File: config.mk
export PLATFORM = sky130hd
export DESIGN_NAME = game_flow_ctrl
export DESIGN_NICKNAME = d
export VERILOG_FILES = /design/src/rtl/game_flow_ctrl_pkg.sv /design/src/rtl/game_flow_ctrl_btn_debounce.sv /design/src/rtl/game_flow_ctrl.sv
export SDC_FILE = /design/constraint.sdc
export NUM_CORES = 1
export LEC_CHECK = 0
export ABC_CLOCK_PERIOD_IN_PS = 3350
export CAP_MARGIN = 5
export CORE_UTILIZATION = 50
export CTS_CLUSTER_DIAMETER = 40
export DETAILED_ROUTE_END_ITERATION = 7
export PLACE_DENSITY = 0.72
export SYNTH_ARGS = -nofsm -noshare
export SYNTH_HDL_FRONTEND = slang
export SYNTH_SLANG_ARGS = --single-unit
File: constraint.sdc
create_clock -name clk -period 3.35 [get_ports clk]
set_input_delay 0.335 -clock clk [delete_from_list [all_inputs] [get_ports clk]]
set_output_delay 0.335 -clock clk [all_outputs]
set_load 0.02 [all_outputs]
File: src/rtl/game_flow_ctrl_pkg.sv
// Shared definitions for the game sequencer: state bus encoding and counter sizing.
package game_flow_ctrl_pkg;

    typedef enum logic [1:0] {
        ST_IDLE  = 2'b00,
        ST_PLAY  = 2'b01,
        ST_DEAD  = 2'b10,
        ST_PAUSE = 2'b11
    } game_state_t;

    // Width of a saturating counter that must reach n-1; never narrower than one bit.
    function automatic int unsigned cnt_width(input int unsigned n);
        return (n > 1) ? $clog2(n) : 1;
    endfunction

endpackage

File: src/rtl/game_flow_ctrl_btn_debounce.sv
// Button conditioner: 2-flop synchroniser, stability counter, debounced level and rising-edge press pulse.
module btn_debounce
    import game_flow_ctrl_pkg::*;
#(
    parameter int unsigned DB_CYCLES = 500_000
) (
    input  logic i_clk,
    input  logic i_rst,
    input  logic i_raw,
    output logic o_level,
    output logic o_press
);

    localparam int unsigned      CNT_W   = cnt_width(DB_CYCLES);
    localparam logic [CNT_W-1:0] CNT_MAX = CNT_W'(DB_CYCLES - 1);

    logic             r_sync1;
    logic             r_sync2;
    logic             r_level;
    logic             r_press;
    logic [CNT_W-1:0] r_cnt;

    always_ff @(posedge i_clk) begin
        if (i_rst) begin
            r_sync1 <= 1'b0;
            r_sync2 <= 1'b0;
            r_level <= 1'b0;
            r_press <= 1'b0;
            r_cnt   <= '0;
        end else begin
            r_sync1 <= i_raw;
            r_sync2 <= r_sync1;
            r_press <= 1'b0;
            // Count only while the synced level disagrees with the accepted level.
            if (r_sync2 == r_level) begin
                r_cnt <= '0;
            end else if (r_cnt == CNT_MAX) begin
                r_cnt   <= '0;
                r_level <= r_sync2;
                r_press <= r_sync2;
            end else begin
                r_cnt <= r_cnt + 1'b1;
            end
        end
    end

    assign o_level = r_level;
    assign o_press = r_press;

endmodule

File: src/rtl/game_flow_ctrl.sv
// Flappy Bird game sequencer: IDLE/PLAY/DEAD FSM, DEAD hold timer and session best score.
// Optional PAUSE state is built only when GAME_PAUSE_EN is defined.
module game_flow_ctrl
    import game_flow_ctrl_pkg::*;
#(
    parameter int unsigned DB_CYCLES   = 500_000,
    parameter int unsigned HOLD_CYCLES = 100_000_000,
    parameter int unsigned SCORE_W     = 8
) (
    input  logic               clk,
    input  logic               rst,
    input  logic               btn_raw,
    input  logic               pause_sw,
    input  logic               isDead,
    input  logic [SCORE_W-1:0] score,
    output logic [1:0]         state,
    output logic               up_button,
    output logic               btn_press,
    output logic [SCORE_W-1:0] best_score,
    output logic               new_best
);

    localparam int unsigned       HOLD_W   = cnt_width(HOLD_CYCLES);
    localparam logic [HOLD_W-1:0] HOLD_MAX = HOLD_W'(HOLD_CYCLES - 1);

    game_state_t        r_state;
    game_state_t        w_next;
    logic [HOLD_W-1:0]  r_hold;
    logic [SCORE_W-1:0] r_best;
    logic               r_new_best;
    logic               w_up;
    logic               w_press;
    logic               w_hold_done;

    btn_debounce #(
        .DB_CYCLES (DB_CYCLES)
    ) u_btn_debounce (
        .i_clk   (clk),
        .i_rst   (rst),
        .i_raw   (btn_raw),
        .o_level (w_up),
        .o_press (w_press)
    );

`ifdef GAME_PAUSE_EN
    logic r_psync1;
    logic r_psync2;
    logic w_pause;

    always_ff @(posedge clk) begin
        if (rst) begin
            r_psync1 <= 1'b0;
            r_psync2 <= 1'b0;
        end else begin
            r_psync1 <= pause_sw;
            r_psync2 <= r_psync1;
        end
    end

    assign w_pause = r_psync2;
`else
    logic w_unused_pause;
    assign w_unused_pause = pause_sw;
`endif

    assign w_hold_done = (r_hold == HOLD_MAX);

    always_comb begin
        w_next = r_state;
        case (r_state)
            ST_IDLE: if (w_press) w_next = ST_PLAY;
            // Death takes priority over a simultaneous pause request.
            ST_PLAY: begin
                if (isDead) w_next = ST_DEAD;
`ifdef GAME_PAUSE_EN
                else if (w_pause) w_next = ST_PAUSE;
`endif
            end
            ST_DEAD: if (w_press && w_hold_done) w_next = ST_IDLE;
`ifdef GAME_PAUSE_EN
            ST_PAUSE: if (!w_pause) w_next = ST_PLAY;
`endif
            default: w_next = ST_IDLE;
        endcase
    end

    always_ff @(posedge clk) begin
        if (rst) begin
            r_state    <= ST_IDLE;
            r_hold     <= '0;
            r_best     <= '0;
            r_new_best <= 1'b0;
        end else begin
            r_state <= w_next;

            if (r_state == ST_PLAY && w_next == ST_DEAD) begin
                if (score > r_best) begin
                    r_best     <= score;
                    r_new_best <= 1'b1;
                end else begin
                    r_new_best <= 1'b0;
                end
            end else if (r_state == ST_DEAD && w_next == ST_IDLE) begin
                r_new_best <= 1'b0;
            end

            // Timer runs only while staying in DEAD, so every DEAD entry starts at zero.
            if (r_state == ST_DEAD && w_next == ST_DEAD) begin
                if (!w_hold_done) r_hold <= r_hold + 1'b1;
            end else begin
                r_hold <= '0;
            end
        end
    end

    assign state      = r_state;
    assign up_button  = w_up;
    assign btn_press  = w_press;
    assign best_score = r_best;
    assign new_best   = r_new_best;

endmodule

==> summary.txt, run 1 <==
Status = finished, final reports clean
Num rows = 27
Worst EP arrival = 2.41 ns
DP HPWL = 3820 um
Starting Density = 52.1%
Post-CTS Setup Inserts = 0
Via count = 2,302
Period utilisation layout = 65.5%
Largest area contributor in the netlist = dfxtp_1
Yosys reg bits = 61
Yosys top cell area share = 42.5%
Total global-route track usage = 19.8%
Worst-path clk slew = 0.07 ns
Hold WC Path Type = reg2reg
Die Ht = 77.8 um
Syn_area_per_cell = 9.03 um^2
Main synth FF type = dfxtp_1
Clock Latency Late Sink = 0.34 ns
Critical Path RT = 3.56 ns
Core Region = 5510 um^2
Lkg Pwr = 1.09 nW
Fmax achieved = 0.456 GHz
Pre-CTS setup slack = 0.951 ns
Initial antenna violation count = 0
Clk root buf = clkbuf_8
CTS sink count = 61
Die area = 6050 um^2
Final-report hold violation count = 0
Die width = 77.8 um
Post-synthesis sequential area ratio = 42.5%
Post-Route WL = 5420 um
Post-route ant nets = 0
RSZ-0062 raised after global routing = false
Vias/cell = 5.40
GR Util met3 = 5.76%
GR peak layer = met2
Crit start category = register
Final net count = 373
# H-tree levels = 3
CTS resizes = 0
Fin worst setup slack = 1.16 ns
Slew Limit Headroom = 47.0%
Met2 Resource Use GR = 33.7%
CTS Hold Bufs = 0
Largest net degree at the start of global routing = 28
DR WL/cell = 12.7 um
Syn nets = 341
Critical path peak fanout = 27
Num ports = 26
Most instantiated cells after synthesis = dfxtp_1 (61), nor2_1 (61), xnor2_1 (23)
TNS Setup = 0 ns
Cts bufs inserted = 9
M1 GR Usage = 23.1%
PwrDens = 405 nW/um^2
Layout cell share with drive strength beyond 1 = 8.19%
DRC = 0
GPL Wtd Cong = 0.802
Crit end category = register
Number of flops mapped to enable cells by yosys = 0
Critical Setup Path Class = reg2reg
Yosys warning total = 0
Initial drt markers = 108
Setup Viol. Count Final = 0
Synth top area cells = dfxtp_1 (43%), nor2_1 (8.0%), xnor2_1 (7.0%)
Clock Path Buffers = 2
Max-Cap Viols = 0
Vias in the first global route = 2,183
Final Slew Violations = 0
First-pass GRT wire length = 9500 um
Slew @ Worst Pin = 0.788 ns
IO buf count = 24
Ys async rst share = 0%
Antenna Cells = 0
Max VDD drop = 0.273 mV
TritonCTS clock tree = done
Cell count after synthesis = 318
Period minus WS final = 2.19 ns
Overflow after GRT = 0
Synth cell types = 48
Area Overhead vs Synth = 17.3%
Pwr Total = 1.36 mW
1st-pass router iterations = 4
Post-Syn Area = 2870 um^2
Clk_skew = 0.0103 ns
final timing paths:
check / from / end / slack (ns) / depth (start not counted)
setup / recovery: r_hold[0] / r_hold[17] / 1.16 / 6
hold reg to reg: u_btn_debounce.r_sync1 / u_btn_debounce.r_sync2 / 0.44 / 1
hold / removal: u_btn_debounce.r_sync1 / u_btn_debounce.r_sync2 / 0.44 / 1
setup reg to reg: r_hold[0] / r_hold[17] / 1.16 / 6
logic make-up after synthesis:
family | synth area share, %
and+or+nand+nor | 28.1
buffers and inverters | 3.36
xor gates and xnor gates | 12.8
AOI/OAI and AO/OA | 8.15
adders and majority gates | 4.36
muxes | 0.697
DFF | 42.5
power breakdown:
part           total (mW)  internal [mW]  switching (mW)
clock               0.596          0.323           0.273
combinational      0.0400         0.0203          0.0197
sequential          0.727          0.727        0.000811
critical path: stages, from the launching register on:
cell      delay, ns
dfxtp_1        0.42
ha_1           0.21
nand3_1        0.26
nor4_4         0.55
nand4_2        0.21
nand3b_4       0.32
nor2_1         0.10
layout by cell type (no fill, tap or decap), types with 3 or more instances in the layout:
cell             count
a21oi_1             10
and3_1               5
and4_1               3
buf_4                3
clkbuf_8            12
clkdlybuf4s50_1     24
dfxtp_1             61
ha_1                10
inv_1               14
nand2_1             14
nand3_1             19
nand4_1             14
nor2_1              61
nor2b_1              4
nor3_1               3
nor4_1               3
o2111ai_1            7
o31ai_1              7
xnor2_1             23
xor2_1              19
final cells by class:
class / count / area, um^2
clock inverters: 3 / 20.0
flip-flops and latches: 61 / 1220
multi-input cells: 236 / 1550
clock buffers: 12 / 165
inverters: 15 / 56.3
well taps: 72 / 90.1
fillers: 463 / 2140
repair buffers: 27 / 263
sequential cells by signal, summed over array words and instances (netlist names):
name and count:
u_btn_debounce.r_sync2 1, r_hold 27, u_btn_debounce.o_level 1, new_best 1, state 2, best_score 8
u_btn_debounce.o_press 1, u_btn_debounce.r_sync1 1, u_btn_debounce.r_cnt 19
per-layer routing:
layer	part of all wire (%)	wire [um]	vias up
li1	-	-	1175
met1	46	2470	1080
met2	49	2680	40
met3	3.9	209	7
met4	1.1	61	0
met5	0	0	-
through the flow:
stage,cells,utilization (%),hold WS [ns],cell area (um^2)
final,426,61.2,0.438,3370
after global routing,426,61.2,0.461,3370
after CTS,426,61.2,0.445,3370
after detailed placement,411,57.8,0.427,3180
after global placement,411,57.8,0.418,3180
after floorplan,318,-,0.407,2870
No activity file was read; power rests on OpenSTA's default activity.
==> inputs of run 2 (changes only) <==
Settings changed: ABC_CLOCK_PERIOD_IN_PS 3350 to 2300.
Clock period 3.35 ns to 2.3 ns, I/O delays scaled along.
==> run 2 against run 1 <==
  * Register-to-register slack lost 0.87 ns
  * Routed wire length is 1.8% higher
  * Critical path depth unchanged
  * Sequential cell count unchanged
  * Die area unchanged
  * Clock skew down 0.0029 ns
  * Hold slack better by 0.0058 ns
  * Clock power is 110% higher
  * Core utilization rose by 2.2 points
  * Cell count increased by 1.6%
  * Non-clock buffer count is 6 higher
  * Clock-buffer cell count is 2 lower
  * Largest power group is now clock
==> summary.txt, run 2 (synthesized netlist as in run 1, its figures left out) <==
DRC = 0 (unchanged)
Die area = 6050 um^2 (unchanged)
M1 GR Usage = 25.0% (was 23.1%)
Placed Area = 3230 um^2 (was 3180 um^2)
Layout cell share with drive strength beyond 1 = 9.70% (was 8.19%)
Critical Path RT = 2.51 ns (was 3.56 ns)
Clk root buf = clkbuf_8 (unchanged)
DP HPWL = 3860 um (was 3820 um)
Cts bufs inserted = 9 (unchanged)
Largest register FFs = 27 (unchanged)
Met2 Resource Use GR = 33.9% (was 33.7%)
Area Overhead vs Synth = 21.6% (was 17.3%)
Worst-path clk slew = 0.07 ns (about the same)
Antenna Cells = 0 (unchanged)
Setup Viol. Count Final = 0 (unchanged)
Largest net degree at the start of global routing = 28 (unchanged)
Crit end category = register (unchanged)
Die width = 77.8 um (unchanged)
First-pass GRT wire length = 9790 um (was 9500 um)
GPL Wtd Cong = 0.850 (was 0.802)
Total global-route track usage = 20.5% (was 19.8%)
Post-CTS Setup Inserts = 0 (unchanged)
Max-Cap Viols = 0 (unchanged)
Period utilisation layout = 87.5% (was 65.5%)
RSZ-0062 raised after global routing = false (unchanged)
Most frequent cells in the layout = nor2_1 (61), dfxtp_1 (61), clkdlybuf4s50_1 (24) (unchanged)
Crit start category = register (unchanged)
Largest Register = r_hold (unchanged)
Overflow after GRT = 0 (unchanged)
Hold WC Path Type = reg2reg (unchanged)
Initial drt markers = 97 (was 108)
Status = finished, final reports clean (unchanged)
GR peak layer = met2 (unchanged)
IO buf count = 24 (unchanged)
Lkg Pwr = 1.15 nW (was 1.09 nW)
Num ports = 26 (unchanged)
Worst hold slack = 0.444 ns (was 0.438 ns)
Initial antenna violation count = 0 (unchanged)
DR WL/cell = 12.7 um (about the same)
CTS Hold Bufs = 0 (unchanged)
Via count = 2,301 (was 2,302)
TNS Setup = 0 ns (unchanged)
Final-report hold violation count = 0 (unchanged)
1st-pass router iterations = 4 (unchanged)
Critical Setup Path Class = reg2reg (unchanged)
Max VDD drop = 0.434 mV (was 0.273 mV)
Slew Limit Headroom = 62.7% (was 47.0%)
Critical path peak fanout = 27 (unchanged)
Die Ht = 77.8 um (unchanged)
Vias in the first global route = 2,212 (was 2,183)
CTS resizes = 0 (unchanged)
Period minus WS final = 2.01 ns (was 2.19 ns)
Starting Density = 52.1% (unchanged)
Final Slew Violations = 0 (unchanged)
Clk_skew = 0.00738 ns (was 0.0103 ns)
Final Cell Area = 3490 um^2 (was 3370 um^2)
Slew @ Worst Pin = 0.555 ns (was 0.788 ns)
CTS sink count = 61 (unchanged)
Worst EP arrival = 2.22 ns (was 2.41 ns)
Post-route ant nets = 0 (unchanged)
Clock Latency Late Sink = 0.33 ns (was 0.34 ns)
PwrDens = 677 nW/um^2 (was 405 nW/um^2)
# H-tree levels = 3 (unchanged)
GR Util met3 = 7.53% (was 5.76%)
Fmax achieved = 0.497 GHz (was 0.456 GHz)
Num rows = 27 (unchanged)
Clock Path Buffers = 2 (unchanged)
Pwr Total = 2.36 mW (was 1.36 mW)
Core Region = 5510 um^2 (unchanged)
TritonCTS clock tree = done (unchanged)
Final net count = 379 (was 373)
Post-Route WL = 5520 um (was 5420 um)
Vias/cell = 5.31 (was 5.40)
run 2: cell count changes in the layout (fill, tap and decap cells not counted):
cell / change
buf_4: +6
bufinv_16: +4
clkbuf_8: -3
clkbuf_1: +1
clkinv_2: -1
run 2: path summary, 6_finish.rpt:
kind / depth (start not counted) / from / slack, ns / to
max: 6 / r_hold[0] / 0.29 / r_hold[15]
max reg2reg: 6 / r_hold[0] / 0.29 / r_hold[15]
min: 1 / u_btn_debounce.r_sync1 / 0.44 / u_btn_debounce.r_sync2
min reg2reg: 1 / u_btn_debounce.r_sync1 / 0.44 / u_btn_debounce.r_sync2
run 2: through the flow:
stage,cells,utilization [%],worst slack [ns]
after CTS,433,63.4,0.264
after detailed placement,417,58.6,0.284
final,433,63.4,0.288
after global placement,417,58.6,0.310
after floorplan,318,-,0.259
after global routing,433,63.4,0.109
run 2: critical path: stages (launching register included):
cell and delay, ns:
dfxtp_1 0.42, ha_1 0.22, nand3_1 0.26, nor4_4 0.38, nand4_2 0.19, nand3b_4 0.31
nor2_1 0.10
run 2: routing by layer:
metal | share of wire (%) | vias up
met4 | 0.69 | 0
met2 | 49 | 29
met5 | 0 | -
met1 | 47 | 1080
li1 | - | 1188
met3 | 3.5 | 4
run 2: cell type report:
cell class	count	area, um^2
repair buffers	33	308
inverters	15	56.3
flip-flops and latches	61	1220
well taps	72	90.1
multi-input cells	236	1550
fillers	460	2020
clock buffers	10	128
clock inverters	6	135
run 2: power breakdown:
| group | internal (mW) | total (mW) | switching, mW |
|---|---|---|---|
| sequential | 1.06 | 1.06 | 0.00127 |
| clock | 0.830 | 1.24 | 0.415 |
| combinational | 0.0302 | 0.0597 | 0.0295 |
==> inputs of run 3 (changes only) <==
Settings changed: RECOVER_POWER set to 100.
==> run 3 against run 2 <==
  * First-iteration DRC count is 6.2% lower
  * Die area stayed put
  * Critical endpoint is now r_hold[2]
  * Critical path type unchanged
  * Clock skew hardly changed
  * Sequential cell count stayed put
  * Core utilization is 0.43 points lower
  * Clock power hardly changed
  * Hold slack hardly changed
  * Setup slack worse by 0.078 ns
==> summary.txt, run 3 (synthesized netlist as in run 1, its figures left out) <==
Status = finished, final reports clean (unchanged)
DR WL/cell = 12.7 um (about the same)
Final-report hold violation count = 0 (unchanged)
Core Region = 5510 um^2 (unchanged)
Max VDD drop = 0.434 mV (about the same)
Hold Path End = u_btn_debounce.r_sync2 (unchanged)
Clock Path Buffers = 2 (unchanged)
Post-route ant nets = 0 (unchanged)
Area Overhead vs Synth = 20.8% (was 21.6%)
Fmax achieved = 0.478 GHz (was 0.497 GHz)
Via count = 2,284 (was 2,301)
Period utilisation layout = 90.9% (was 87.5%)
Num ports = 26 (unchanged)
First-pass GRT wire length = 9790 um (unchanged)
Finished Layout Cells = 433 (unchanged)
GR peak layer = met2 (unchanged)
Crit end category = register (unchanged)
GR Util met3 = 7.53% (unchanged)
Total global-route track usage = 20.5% (unchanged)
Largest register FFs = 27 (unchanged)
Worst R2R Path Depth = 5 (was 6)
Worst EP arrival = 2.34 ns (was 2.22 ns)
TritonCTS clock tree = done (unchanged)
CTS resizes = 0 (unchanged)
# H-tree levels = 3 (unchanged)
Critical Path RT = 2.55 ns (was 2.51 ns)
GPL Wtd Cong = 0.850 (unchanged)
1st-pass router iterations = 4 (unchanged)
Clock Latency Late Sink = 0.33 ns (about the same)
Seq. cell area = 1220 um^2 (unchanged)
DP HPWL = 3860 um (unchanged)
Critical path peak fanout = 8 (was 27)
Slew Limit Headroom = 64.7% (was 62.7%)
Crit start category = register (unchanged)
Most frequent cells in the layout = nor2_1 (61), dfxtp_1 (61), xnor2_1 (23) (was nor2_1 (61), dfxtp_1 (61), clkdlybuf4s50_1 (24))
Overflow after GRT = 0 (unchanged)
Fill cell count = 467 (was 460)
Clk root buf = clkbuf_8 (unchanged)
Met2 Resource Use GR = 33.9% (unchanged)
Slew @ Worst Pin = 0.526 ns (was 0.555 ns)
TNS Setup = 0 ns (unchanged)
Critical Setup Path Class = reg2reg (unchanged)
CTS Hold Bufs = 0 (unchanged)
Initial antenna violation count = 0 (unchanged)
M1 GR Usage = 25.0% (unchanged)
Vias/cell = 5.27 (was 5.31)
Pwr Total = 2.36 mW (about the same)
Largest Register = r_hold (unchanged)
IO buf count = 24 (unchanged)
Initial drt markers = 91 (was 97)
Vias in the first global route = 2,212 (unchanged)
Reg2Reg Setup Slack = 0.21 ns (was 0.29 ns)
Hold_sp = u_btn_debounce.r_sync1 (unchanged)
Num rows = 27 (unchanged)
Final Slew Violations = 0 (unchanged)
Starting Density = 52.1% (unchanged)
Lkg Pwr = 1.16 nW (was 1.15 nW)
Post-CTS Setup Inserts = 0 (unchanged)
Hold WC Path Type = reg2reg (unchanged)
Largest net degree at the start of global routing = 28 (unchanged)
Reg-to-Reg End = r_hold[2] (was r_hold[15])
Post-Route WL = 5510 um (was 5520 um)
Max-Cap Viols = 0 (unchanged)
Setup Viol. Count Final = 0 (unchanged)
Die area = 6050 um^2 (unchanged)
Dpl cells = 417 (unchanged)
FF-to-FF Start = r_hold[25] (was r_hold[0])
Die width = 77.8 um (unchanged)
CTS sink count = 61 (unchanged)
RSZ-0062 raised after global routing = false (unchanged)
Area of the multi-input gates = 1540 um^2 (was 1550 um^2)
Fin util = 63.0% (was 63.4%)
Worst-path clk slew = 0.07 ns (about the same)
Cts bufs inserted = 9 (unchanged)
Die Ht = 77.8 um (unchanged)
Period minus WS final = 2.09 ns (was 2.01 ns)
Layout cell share with drive strength beyond 1 = 8.86% (was 9.70%)
Clk_skew = 0.00709 ns (was 0.00738 ns)
DRC = 0 (unchanged)
Antenna Cells = 0 (unchanged)
Final net count = 379 (unchanged)
PwrDens = 681 nW/um^2 (was 677 nW/um^2)
Hold Path Cell Cnt = 1 (unchanged)
-- run 3: cell count changes in the layout (fill, tap and decap cells not counted), sizes merged --
| cell | before | now |
|---|---|---|
| clkdlybuf4s50 | 24 | 10 |
| dlygate4sd3 | 0 | 14 |
| buf | 9 | 7 |
| clkbuf | 10 | 12 |
-- run 3: metal layers --
metal / vias to the layer above / share of wire, %
met2: 26 / 49
li1: 1186 / -
met1: 1068 / 47
met3: 4 / 3.3
met4: 0 / 0.69
met5: - / 0
-- run 3: area by class of cell --
class	instances	area share, %
well taps	72	2.60
clock buffers	10	3.68
repair buffers	33	8.70
clock inverters	6	3.90
multi-input cells	236	44.3
inverters	15	1.62
flip-flops and latches	61	35.2
-- run 3: worst max-delay path, cell delays in order (launching register included) --
cell and delay (ns):
dfxtp_1 0.33, or4b_2 0.71, nor3b_2 0.48, nand2_2 0.16
and3_1 0.22, nor3_1 0.11
-- run 3: worst max-delay path by stage --
| stage | from | end | slack [ns] |
|---|---|---|---|
| floorplan | best_score[1] | best_score[0] | 0.26 |
| global placement | score[1] | best_score[1] | 0.31 |
| detailed placement | score[1] | best_score[1] | 0.28 |
| CTS | r_hold[0] | r_hold[15] | 0.26 |
| global route | r_hold[0] | r_hold[10] | 0.07 |
| finish | r_hold[25] | r_hold[2] | 0.21 |
-- run 3: through the flow --
stage | instance area (um^2) | hold slack (ns) | worst slack [ns]
CTS | 3490 | 0.437 | 0.264
detailed placement | 3230 | 0.436 | 0.284
global route | 3470 | 0.432 | 0.0678
finish | 3470 | 0.444 | 0.210
global placement | 3230 | 0.417 | 0.310
floorplan | 2870 | 0.302 | 0.259
-- run 3: report_power, final --
group	total, mW	internal, mW	switching, mW
sequential	1.06	1.06	0.00127
combinational	0.0580	0.0288	0.0292
clock	1.24	0.830	0.414
total	2.36	1.92	0.445
